==> src/rtl/cpu_sequencer_if.sv <==
// cpu_sequencer_if
//   Handshake and strobe bundle between the rv32i multi-cycle sequencer and
//   the datapath/memories around it.
//
//   opcode        ir[6:0] from the instruction register
//   branch_taken  ALU compare result
//   imem_ready    instruction memory has data for the current request
//   dmem_ready    data memory completed the current request
//   imem_req      instruction fetch request
//   ir_we         latch instruction register
//   dmem_req      data memory request
//   dmem_we       data memory write (store), only with dmem_req
//   rf_we         register-file write strobe
//   pc_we         PC update strobe (marks a retiring instruction)
//   pc_src        0 = pc+4, 1 = ALU target, meaningful only with pc_we
//
//   master: the sequencer side; slave: the datapath/memory side.
interface cpu_sequencer_if;
  logic [6:0] opcode;
  logic       branch_taken;
  logic       imem_ready;
  logic       dmem_ready;
  logic       imem_req;
  logic       ir_we;
  logic       dmem_req;
  logic       dmem_we;
  logic       rf_we;
  logic       pc_we;
  logic       pc_src;

  modport master (
    input  opcode, branch_taken, imem_ready, dmem_ready,
    output imem_req, ir_we, dmem_req, dmem_we, rf_we, pc_we, pc_src
  );

  modport slave (
    output opcode, branch_taken, imem_ready, dmem_ready,
    input  imem_req, ir_we, dmem_req, dmem_we, rf_we, pc_we, pc_src
  );
endinterface

==> src/rtl/cpu_sequencer.sv <==
// cpu_sequencer
//   Multi-cycle control FSM for the rv32i core. Walks one instruction at a
//   time through FETCH, DECODE, EXECUTE, MEM and WB, and owns the sticky
//   trap state (illegal opcode, imem timeout, dmem timeout) for the core.
//
//   Parameters
//     TIMEOUT     cycles a memory request may wait for ready (2..255)
//   Ports
//     clk         core clock, rising edge
//     rst         synchronous active-high reset
//     bus         cpu_sequencer_if.master (handshakes and strobes)
//     state       current state code (FETCH=0 .. TRAP=5)
//     trap        sticky fault indicator
//     trap_cause  0 none, 1 illegal opcode, 2 imem timeout, 3 dmem timeout
//     instret     retired-instruction count
//
//   Optional feature macro: SEQ_INSTRET_EN. When defined, instret is a
//   wrapping 32-bit counter of retire cycles; otherwise it is tied to 0.
module cpu_sequencer #(
  parameter int unsigned TIMEOUT = 16
) (
  input  logic                   clk,
  input  logic                   rst,
  cpu_sequencer_if.master        bus,
  output logic [2:0]             state,
  output logic                   trap,
  output logic [1:0]             trap_cause,
  output logic [31:0]            instret
);

  typedef enum logic [2:0] {
    S_FETCH   = 3'd0,
    S_DECODE  = 3'd1,
    S_EXECUTE = 3'd2,
    S_MEM     = 3'd3,
    S_WB      = 3'd4,
    S_TRAP    = 3'd5
  } state_e;

  typedef enum logic [2:0] {
    C_ALU    = 3'd0,
    C_LOAD   = 3'd1,
    C_STORE  = 3'd2,
    C_BRANCH = 3'd3,
    C_JUMP   = 3'd4
  } iclass_e;

  localparam logic [7:0] TIMEOUT_CNT = TIMEOUT[7:0];

  state_e      state_q, state_d;
  iclass_e     iclass_q, iclass_d;
  logic [7:0]  wait_q, wait_d;
  logic        trap_q, trap_d;
  logic [1:0]  cause_q, cause_d;

  // State register: all control flops, cleared synchronously by rst.
  always_ff @(posedge clk) begin
    if (rst) begin
      state_q  <= S_FETCH;
      iclass_q <= C_ALU;
      wait_q   <= '0;
      trap_q   <= 1'b0;
      cause_q  <= 2'd0;
    end else begin
      state_q  <= state_d;
      iclass_q <= iclass_d;
      wait_q   <= wait_d;
      trap_q   <= trap_d;
      cause_q  <= cause_d;
    end
  end

  // Next-state logic. The wait counter only advances while FETCH/MEM stall;
  // any state change clears it, so it always starts at 0 on entry. Ready on
  // the same cycle the count hits TIMEOUT is checked first and wins.
  always_comb begin
    state_d  = state_q;
    iclass_d = iclass_q;
    wait_d   = wait_q;
    trap_d   = trap_q;
    cause_d  = cause_q;
    case (state_q)
      S_FETCH: begin
        if (bus.imem_ready) begin
          state_d = S_DECODE;
        end else if (wait_q == TIMEOUT_CNT) begin
          state_d = S_TRAP;
          trap_d  = 1'b1;
          cause_d = 2'd2;
        end else begin
          wait_d = wait_q + 8'd1;
        end
      end
      S_DECODE: begin
        state_d = S_EXECUTE;
        case (bus.opcode)
          7'b0110011, 7'b0010011,
          7'b0110111, 7'b0010111: iclass_d = C_ALU;
          7'b0000011:             iclass_d = C_LOAD;
          7'b0100011:             iclass_d = C_STORE;
          7'b1100011:             iclass_d = C_BRANCH;
          7'b1101111, 7'b1100111: iclass_d = C_JUMP;
          default: begin
            state_d = S_TRAP;
            trap_d  = 1'b1;
            cause_d = 2'd1;
          end
        endcase
      end
      S_EXECUTE: begin
        case (iclass_q)
          C_LOAD, C_STORE: state_d = S_MEM;
          C_BRANCH:        state_d = S_FETCH;
          default:         state_d = S_WB;
        endcase
      end
      S_MEM: begin
        if (bus.dmem_ready) begin
          state_d = (iclass_q == C_STORE) ? S_FETCH : S_WB;
        end else if (wait_q == TIMEOUT_CNT) begin
          state_d = S_TRAP;
          trap_d  = 1'b1;
          cause_d = 2'd3;
        end else begin
          wait_d = wait_q + 8'd1;
        end
      end
      S_WB:   state_d = S_FETCH;
      S_TRAP: state_d = S_TRAP;
      default: begin
        // Unused codes 6/7 are treated as a corrupted opcode path.
        state_d = S_TRAP;
        trap_d  = 1'b1;
        cause_d = 2'd1;
      end
    endcase
    if (state_d != state_q) wait_d = '0;
  end

  // Output decode. Everything is forced low while rst is high, and TRAP
  // falls into the default branch so no strobe can fire there.
  always_comb begin
    bus.imem_req = 1'b0;
    bus.ir_we    = 1'b0;
    bus.dmem_req = 1'b0;
    bus.dmem_we  = 1'b0;
    bus.rf_we    = 1'b0;
    bus.pc_we    = 1'b0;
    bus.pc_src   = 1'b0;
    if (!rst) begin
      case (state_q)
        S_FETCH: begin
          bus.imem_req = 1'b1;
          bus.ir_we    = bus.imem_ready;
        end
        S_EXECUTE: begin
          if (iclass_q == C_BRANCH) begin
            bus.pc_we  = 1'b1;
            bus.pc_src = bus.branch_taken;
          end
        end
        S_MEM: begin
          bus.dmem_req = 1'b1;
          bus.dmem_we  = (iclass_q == C_STORE);
          bus.pc_we    = bus.dmem_ready && (iclass_q == C_STORE);
        end
        S_WB: begin
          bus.rf_we  = 1'b1;
          bus.pc_we  = 1'b1;
          bus.pc_src = (iclass_q == C_JUMP);
        end
        default: ;
      endcase
    end
  end

  assign state      = rst ? 3'd0 : state_q;
  assign trap       = trap_q & ~rst;
  assign trap_cause = rst ? 2'd0 : cause_q;

`ifdef SEQ_INSTRET_EN
  logic [31:0] instret_q, instret_d;

  // Retire counter: pc_we marks the retire cycle and is never high in TRAP.
  always_comb begin
    instret_d = instret_q;
    if (bus.pc_we) instret_d = instret_q + 32'd1;
  end

  always_ff @(posedge clk) begin
    if (rst) instret_q <= '0;
    else     instret_q <= instret_d;
  end

  assign instret = rst ? 32'd0 : instret_q;
`else
  assign instret = 32'd0;
`endif

endmodule

==> src/flat_wrapper.sv <==
// flat-port wrapper written by rule: the top's interface ports become plain ports
module cpu_sequencer_flat 
#(
  parameter int unsigned TIMEOUT = 16
)
  (clk, rst, state, trap, trap_cause, instret, bus_opcode, bus_branch_taken, bus_imem_ready, bus_dmem_ready, bus_imem_req, bus_ir_we, bus_dmem_req, bus_dmem_we, bus_rf_we, bus_pc_we, bus_pc_src);
  cpu_sequencer_if bus_i ();
  input  logic clk;
  input  logic rst;
  output logic [2:0] state;
  output logic trap;
  output logic [1:0] trap_cause;
  output logic [31:0] instret;
  input wire logic [$bits(bus_i.opcode)-1:0] bus_opcode;
  input wire logic [$bits(bus_i.branch_taken)-1:0] bus_branch_taken;
  input wire logic [$bits(bus_i.imem_ready)-1:0] bus_imem_ready;
  input wire logic [$bits(bus_i.dmem_ready)-1:0] bus_dmem_ready;
  output wire logic [$bits(bus_i.imem_req)-1:0] bus_imem_req;
  output wire logic [$bits(bus_i.ir_we)-1:0] bus_ir_we;
  output wire logic [$bits(bus_i.dmem_req)-1:0] bus_dmem_req;
  output wire logic [$bits(bus_i.dmem_we)-1:0] bus_dmem_we;
  output wire logic [$bits(bus_i.rf_we)-1:0] bus_rf_we;
  output wire logic [$bits(bus_i.pc_we)-1:0] bus_pc_we;
  output wire logic [$bits(bus_i.pc_src)-1:0] bus_pc_src;
  assign bus_i.opcode = bus_opcode;
  assign bus_i.branch_taken = bus_branch_taken;
  assign bus_i.imem_ready = bus_imem_ready;
  assign bus_i.dmem_ready = bus_dmem_ready;
  assign bus_imem_req = bus_i.imem_req;
  assign bus_ir_we = bus_i.ir_we;
  assign bus_dmem_req = bus_i.dmem_req;
  assign bus_dmem_we = bus_i.dmem_we;
  assign bus_rf_we = bus_i.rf_we;
  assign bus_pc_we = bus_i.pc_we;
  assign bus_pc_src = bus_i.pc_src;
  cpu_sequencer #(.TIMEOUT(TIMEOUT)) u_core (.clk(clk), .rst(rst), .bus(bus_i), .state(state), .trap(trap), .trap_cause(trap_cause), .instret(instret));
endmodule
==> config.mk <==
export PLATFORM = sky130hd
export DESIGN_NAME = cpu_sequencer_flat
export DESIGN_NICKNAME = d
export VERILOG_FILES = /design/src/rtl/cpu_sequencer_if.sv /design/src/rtl/cpu_sequencer.sv /design/src/flat_wrapper.sv
export SDC_FILE = /design/constraint.sdc
export NUM_CORES = 1
export LEC_CHECK = 0
export ABC_AREA = 1
export CAP_MARGIN = 0
export CORE_ASPECT_RATIO = 1.1
export CORE_MARGIN = 2
export CORE_UTILIZATION = 41
export DETAILED_ROUTE_END_ITERATION = 10
export GPL_ROUTABILITY_DRIVEN = 1
export GPL_TIMING_DRIVEN = 1
export HOLD_SLACK_MARGIN = 0.05
export PLACE_DENSITY = 0.77
export SKIP_LAST_GASP = 1
export SYNTH_ARGS = -nofsm -noshare
export SYNTH_HDL_FRONTEND = slang
export SYNTH_SLANG_ARGS = --single-unit
==> constraint.sdc <==
create_clock -name clk -period 1.5 [get_ports clk]
set_input_delay 0.375 -clock clk [delete_from_list [all_inputs] [get_ports clk]]
set_output_delay 0.375 -clock clk [all_outputs]
set_load 0.02 [all_outputs]
### Word level (Yosys, flattened, before mapping)

Index checks and enable logic that the tools add are counted.

| operators by class | value |
|---|---|
| equality and inequality tests | 25 |
| reduce and logical (&&, ||, !) cells | 14 |
| add/subtract/negate cells | 1 |
| bitwise operators | 3 |
| mux-type cells | 41 |

Operator list:

| operator | count |
|---|---|
| $pmux 3 s5 | 2 |
| $mux 8 | 3 |
| $eq 7x6->1 const B | 3 |
| $eq 7x7->1 const B | 3 |
| $mux 1 | 18 |
| $mux 3 | 6 |
| $pmux 8 s2 | 1 |
| $eq 7x5->1 const B | 2 |
| $eq 3x2->1 const B | 4 |
| $mux 2 | 6 |
| $eq 3x3->1 const B | 3 |
| $reduce_or 9->1 | 1 |
| $add 8x1->8 const B | 1 |
| $eq 8x5->1 const B | 1 |
| $pmux 2 s4 | 1 |
| $eq 7x2->1 const B | 1 |
| $eq 3x1->1 const B | 2 |
| $ne 2x2->1 const B | 3 |
| $pmux 3 s2 | 1 |
| $reduce_and 6->1 | 1 |
| $reduce_or 2->1 | 3 |
| $reduce_bool 5->1 | 1 |
| $ne 2x1->1 const B | 2 |
| $pmux 1 s4 | 1 |
| other kinds (13) | 14 |

| storage, ports and cells | value |
|---|---|
| input bits | 12 |
| word-level logic and storage cells | 89 |
| register bits after elaboration | 17 |
| output and inout bits | 45 |

### Longest topological paths before layout

| depth | value |
|---|---|
| word-level depth | 6 |
| depth in mapped cells | 12 |
| gate-level depth less buffers | 12 |

### Worst setup path after synthesis

No wires, ideal clock.

| timing | value |
|---|---|
| kind | register to output |
| start | register u_core.state_q[2] |
| end | output port bus_pc_src |
| slack | -0.073 ns |
| data arrival time | 1.198 ns |
| cell stages (with the launch flop) | 6 |
| data required time | 1.125 ns |
| path buffers | 0 |
| cell sequence | dfxtp_1 > inv_4 > nand3_2 > nor4_1 > a32oi_1 > nor2_1 |

| on the way | value |
|---|---|
| word-level cells in the longest chain between the ends | 3 |
| elaborated cells between the ends (all ways) | 4 |
| those cells by class | 2 x eq/ne; 2 x mux |

Ends and longest elaborated chain:

| element | line | RTL |
|---|---|---|
| from (decl) | cpu_sequencer.sv:50 | `state_e state_q, state_d;` |
| from (signal assigned) | cpu_sequencer.sv:65 | `state_q <= state_d;` |
| $eq 3x3->1 or $eq 3x2->1 (tied branches) | cpu_sequencer.sv:151 | `case (state_q)` |
| $pmux 1 s2 * | cpu_sequencer.sv:151 |  |
| $mux 1 * | cpu_sequencer.sv:150 | `if (!rst) begin` |
| to (decl) | flat_wrapper.sv:24 | `output wire logic [$bits(bus_i.pc_src)-1:0] bus_pc_src;` |

Mark *: on every way between the ends. The rest lies on a longest branch, timed or not.

### Worst setup path in the final report

| timing | value |
|---|---|
| start | register u_core.state_q[1] |
| end | register u_core.wait_q[6] |

| on the way | value |
|---|---|
| word-level cells in the longest chain between the ends | 5 |
| elaborated cells between the ends (all ways) | 16 |
| those cells by class | 7 x eq/ne; 5 x mux; 4 x reduce/logical |

Ends and longest elaborated chain:

| element | line | RTL |
|---|---|---|
| $mux 3 | cpu_sequencer.sv:86, cpu_sequencer.sv:120 |  |
| $mux 3, on equally long branches | cpu_sequencer.sv:118, cpu_sequencer.sv:84 |  |
| $pmux 3 s5 | cpu_sequencer.sv:82 | `case (state_q)` |
| $ne 3x3->1 | cpu_sequencer.sv:137 | `if (state_d != state_q) wait_d = '0;` |
| $reduce_or 2->1 (no line) | -- |  |
| to (signal assigned) | cpu_sequencer.sv:67 | `wait_q <= wait_d;` |
| to (decl) | cpu_sequencer.sv:52 | `logic [7:0] wait_q, wait_d;` |

Parallel ways exist; a longest one is shown, timed or not.
A chain may end at the register's enable or synchronous reset.

==> impl_metrics.py <==
metrics = {
    "timing": {
        "rsz0062_at_grt": "yes",
        "holdWs_ns": 0.450,
        "worst_slack_ns": -0.267,
        "final-max-slew-violation-count": 0,
        "fin_crit_ns": 1.77,
        "clock_skew_ns": 0.00232,
        "max_freq_ghz": 0.566,
        "setup_violations": 22,
        "hold_viol_final": 0,
        "fin_crit_sh_pct": 118,
    },
    "flow_run": {
        "max-cap-violations": 0,
    },
    "grt": {
        "first_global_vias": 1695,
        "grt_use_total_pct": 20.3,
        "grt_first_pass_wirelength_mm": 7.12,
        "grt.overflow.total": 0,
        "grt_max_degree": 11,
        "grt_antenna_before_repair": 0,
    },
    "critical_path": {
        "crit_arrival_ns": 1.93,
        "max_stage_delay_ns": 0.38,
        "worst_setup_path_end_kind": "flop",
        "crit_fanout": 8,
        "cp_num_buf_inv": 4,
        "ff2ff_setup_slack_ns": -0.27,
        "path_cells": "buf_6 -> nor2_4 -> buf_6 -> nand3_4 -> buf_6 -> nand2_2 -> inv_2 -> nand2_2 -> a21oi_4 -> nand2_1 -> nand2_1 -> nand2_2 -> nand3_4 -> nor2_1",
        "crit_type": "reg -> reg",
        "slowest_stage": "dfxtp_4",
        "required_ns": 1.66,
        "cp_top_family": "simple AND/OR/NAND/NOR gates",
        "worstSetupStartpointType": "flop",
    },
    "power_and_ir_drop": {
        "leakage_nw": 1.26,
        "power_frac_seq_pct": 23.4,
        "intPower_mw": 1.30,
        "p_sw_uw": 975,
        "clkPwrFrac_pct": 16.6,
        "combPwrFrac_pct": 60.0,
        "total_power_mw": 2.27,
        "ir_worst_vdd_v": 0.000539,
        "netSwitchingFraction_pct": 42.9,
        "p_per_area_nw_per_um2": 838,
    },
    "floorplanning": {
        "initial_core_util_pct": 43.0,
        "placementRows": 23,
        "die-area_um2": 4380,
        "coreArea_um2": 3680,
        "die_h_um": 69.2,
        "fp.dieW_um": 63.3,
        "pin_count": 57,
    },
    "yosys": {
        "ys_ff_latch": 17,
        "async_reset_ff_share_pct": 0,
        "synth-edff-count": 0,
        "syn_area_per_cell_um2": 6.29,
        "syn_area_um2": 1590,
        "ys_seq_area_share_pct": 21.5,
        "yosysWarningCount": 0,
        "ys.flop_type": "dfxtp_1",
        "synth_cells": 252,
        "ys_types": 32,
    },
    "route": {
        "ant_nets": 0,
        "vias_per_cell": 4.78,
        "wire_per_inst_um": 14.0,
        "remaining_drc_errors": 0,
        "first_pass_iters": 4,
        "drt-total-wl_mm": 5.60,
        "num_vias": 1916,
        "drt-initial-drc-count": 89,
    },
    "outcome": {
        "status": "complete, but fails checks",
        "violations": "setup timing",
    },
    "placement": {
        "gp_congestion": 0.825,
        "hpwl_mm": 2.99,
        "dpl_cell_area_um2": 2120,
        "portBuffers": 24,
    },
    "cts": {
        "path_clk_slew_ns": 0.08,
        "htree_levels": 1,
        "clock_latency_ns": 0.26,
        "tritoncts": "built",
        "cts.sinks": 17,
        "clockRootBuffer": "clkbuf_8",
        "cts_buffers": 3,
        "cts_buffer_depth": 2,
    },
    "finish": {
        "fill_cells": 295,
        "area_delta_synth_final_pct": 71.3,
        "fin_area_um2": 2720,
        "finish.utilization_pct": 73.7,
        "diodes": 0,
        "fin_nets": 366,
        "layout-drive-gt1-share_pct": 53.3,
    },
    "worst_hold_path": {
        "hp-class": "in -> reg",
    },
}
==> power by group through the flow <==
stage / clock, mW / combinational [mW] / sequential, mW
floorplan: 0 / 0.572 / 0.532
detailed placement: 0 / 0.839 / 0.526
global placement: 0 / 0.821 / 0.525
global route: 0.402 / 1.43 / 0.534
finish: 0.377 / 1.37 / 0.532
CTS: 0.376 / 1.04 / 0.523
==> synthesized netlist by cell type, drive strengths merged, types with 2 or more instances <==
library cell   n  share of area (%)
nor3           5                2.3
xor2           7                3.9
o21ai         10                3.6
nand4          5                2.0
inv           38                9.2
nand2         48                 12
clkbuf         2               0.47
nor2          52                 13
buf           34                 16
a21oi          9                3.1
nand3         17                7.9
dfxtp         17                 21
ha             2                1.6
==> layer usage <==
layer  part of all wire, %  global-route usage, %  routed length (um)
met3                   4.6                   4.22                 258
met5                     0                      0                   0
met2                    56                   39.5                3150
met1                    35                   20.6                1970
met4                   4.0                   8.45                 225
==> flip-flops by register name (all words and copies together), names as in the netlist <==
name / cells
u_core.cause_q: 2
u_core.iclass_q: 3
u_core.state_q: 3
u_core.trap_q: 1
u_core.wait_q: 8
==> what timing repair did <==
action                                  4_1_cts  5_1_grt
buffers inserted                              9       16
hold buffers                                  0        0
pin swaps                                    32       28
resized for setup                           138       72
gates cloned                                  2        0
endpoints found under the setup margin       28       27
==> worst register-to-register path: stages (launching register included) <==
cell,delay (ns)
dfxtp_4,0.38
buf_6,0.10
nor2_4,0.03
buf_6,0.12
nand3_4,0.08
buf_6,0.12
nand2_2,0.04
inv_2,0.05
nand2_2,0.05
a21oi_4,0.16
nand2_1,0.10
nand2_1,0.12
nand2_2,0.09
nand3_4,0.16
nor2_1,0.07
==> metrics by stage <==
step	setup slack, ns	std cells	setup TNS, ns
after floorplan	-0.0115	283	-0.0974
after global placement	-0.779	371	-15.89
after detailed placement	-0.835	371	-17.14
after CTS	-0.206	386	-2.26
after global routing	-0.368	401	-5.68
final	-0.267	401	-4.20
==> final timing paths <==
check                               start                              end  depth (start not counted)
min reg2reg    u_core.trap_q$_SDFFE_PP0P_       u_core.trap_q$_SDFFE_PP0P_                          2
max reg2reg  u_core.state_q[1]$_SDFF_PP0_    u_core.wait_q[6]$_SDFFE_PP0P_                         14
min                         bus_opcode[5]  u_core.iclass_q[1]$_SDFFE_PP0P_                          3
max          u_core.state_q[1]$_SDFF_PP0_    u_core.wait_q[6]$_SDFFE_PP0P_                         14
==> final cells by class <==
class	count	area, um2	area share (%)
clock buffers	3	41.3	1.52
clock inverters	1	5.00	0.184
inverters	38	148	5.44
multi-input cells	193	1240	45.8
flip-flops and latches	17	354	13.0
well taps	50	62.6	2.30
repair buffers	99	861	31.7
==> logic make-up (layout without fill, tap and decap cells) <==
logic type      count (synthesis)  count (layout)  synth area share (%)
compound gates                 23              23                  8.60
xor+xnor                        7               7                  3.87
fa+ha+maj                       2               2                  1.58
buf+inv                        74             141                  26.0
flops                          17              17                  21.5
other cells                     1              32                 0.237
simple gates                  128             129                  38.3
==> cell usage in the layout, fill, tap and decap left out, types with 9 or more instances in the layout <==
| master | count |
|---|---|
| dfxtp_1 | 12 |
| nor2_1 | 27 |
| nand3_1 | 9 |
| nor2_4 | 13 |
| nand2_2 | 17 |
| buf_4 | 61 |
| inv_2 | 10 |
| inv_1 | 26 |
| nand2_1 | 28 |
| nor2_2 | 13 |
| buf_6 | 26 |
| conb_1 | 32 |
Power figures use the tool's default switching activity.
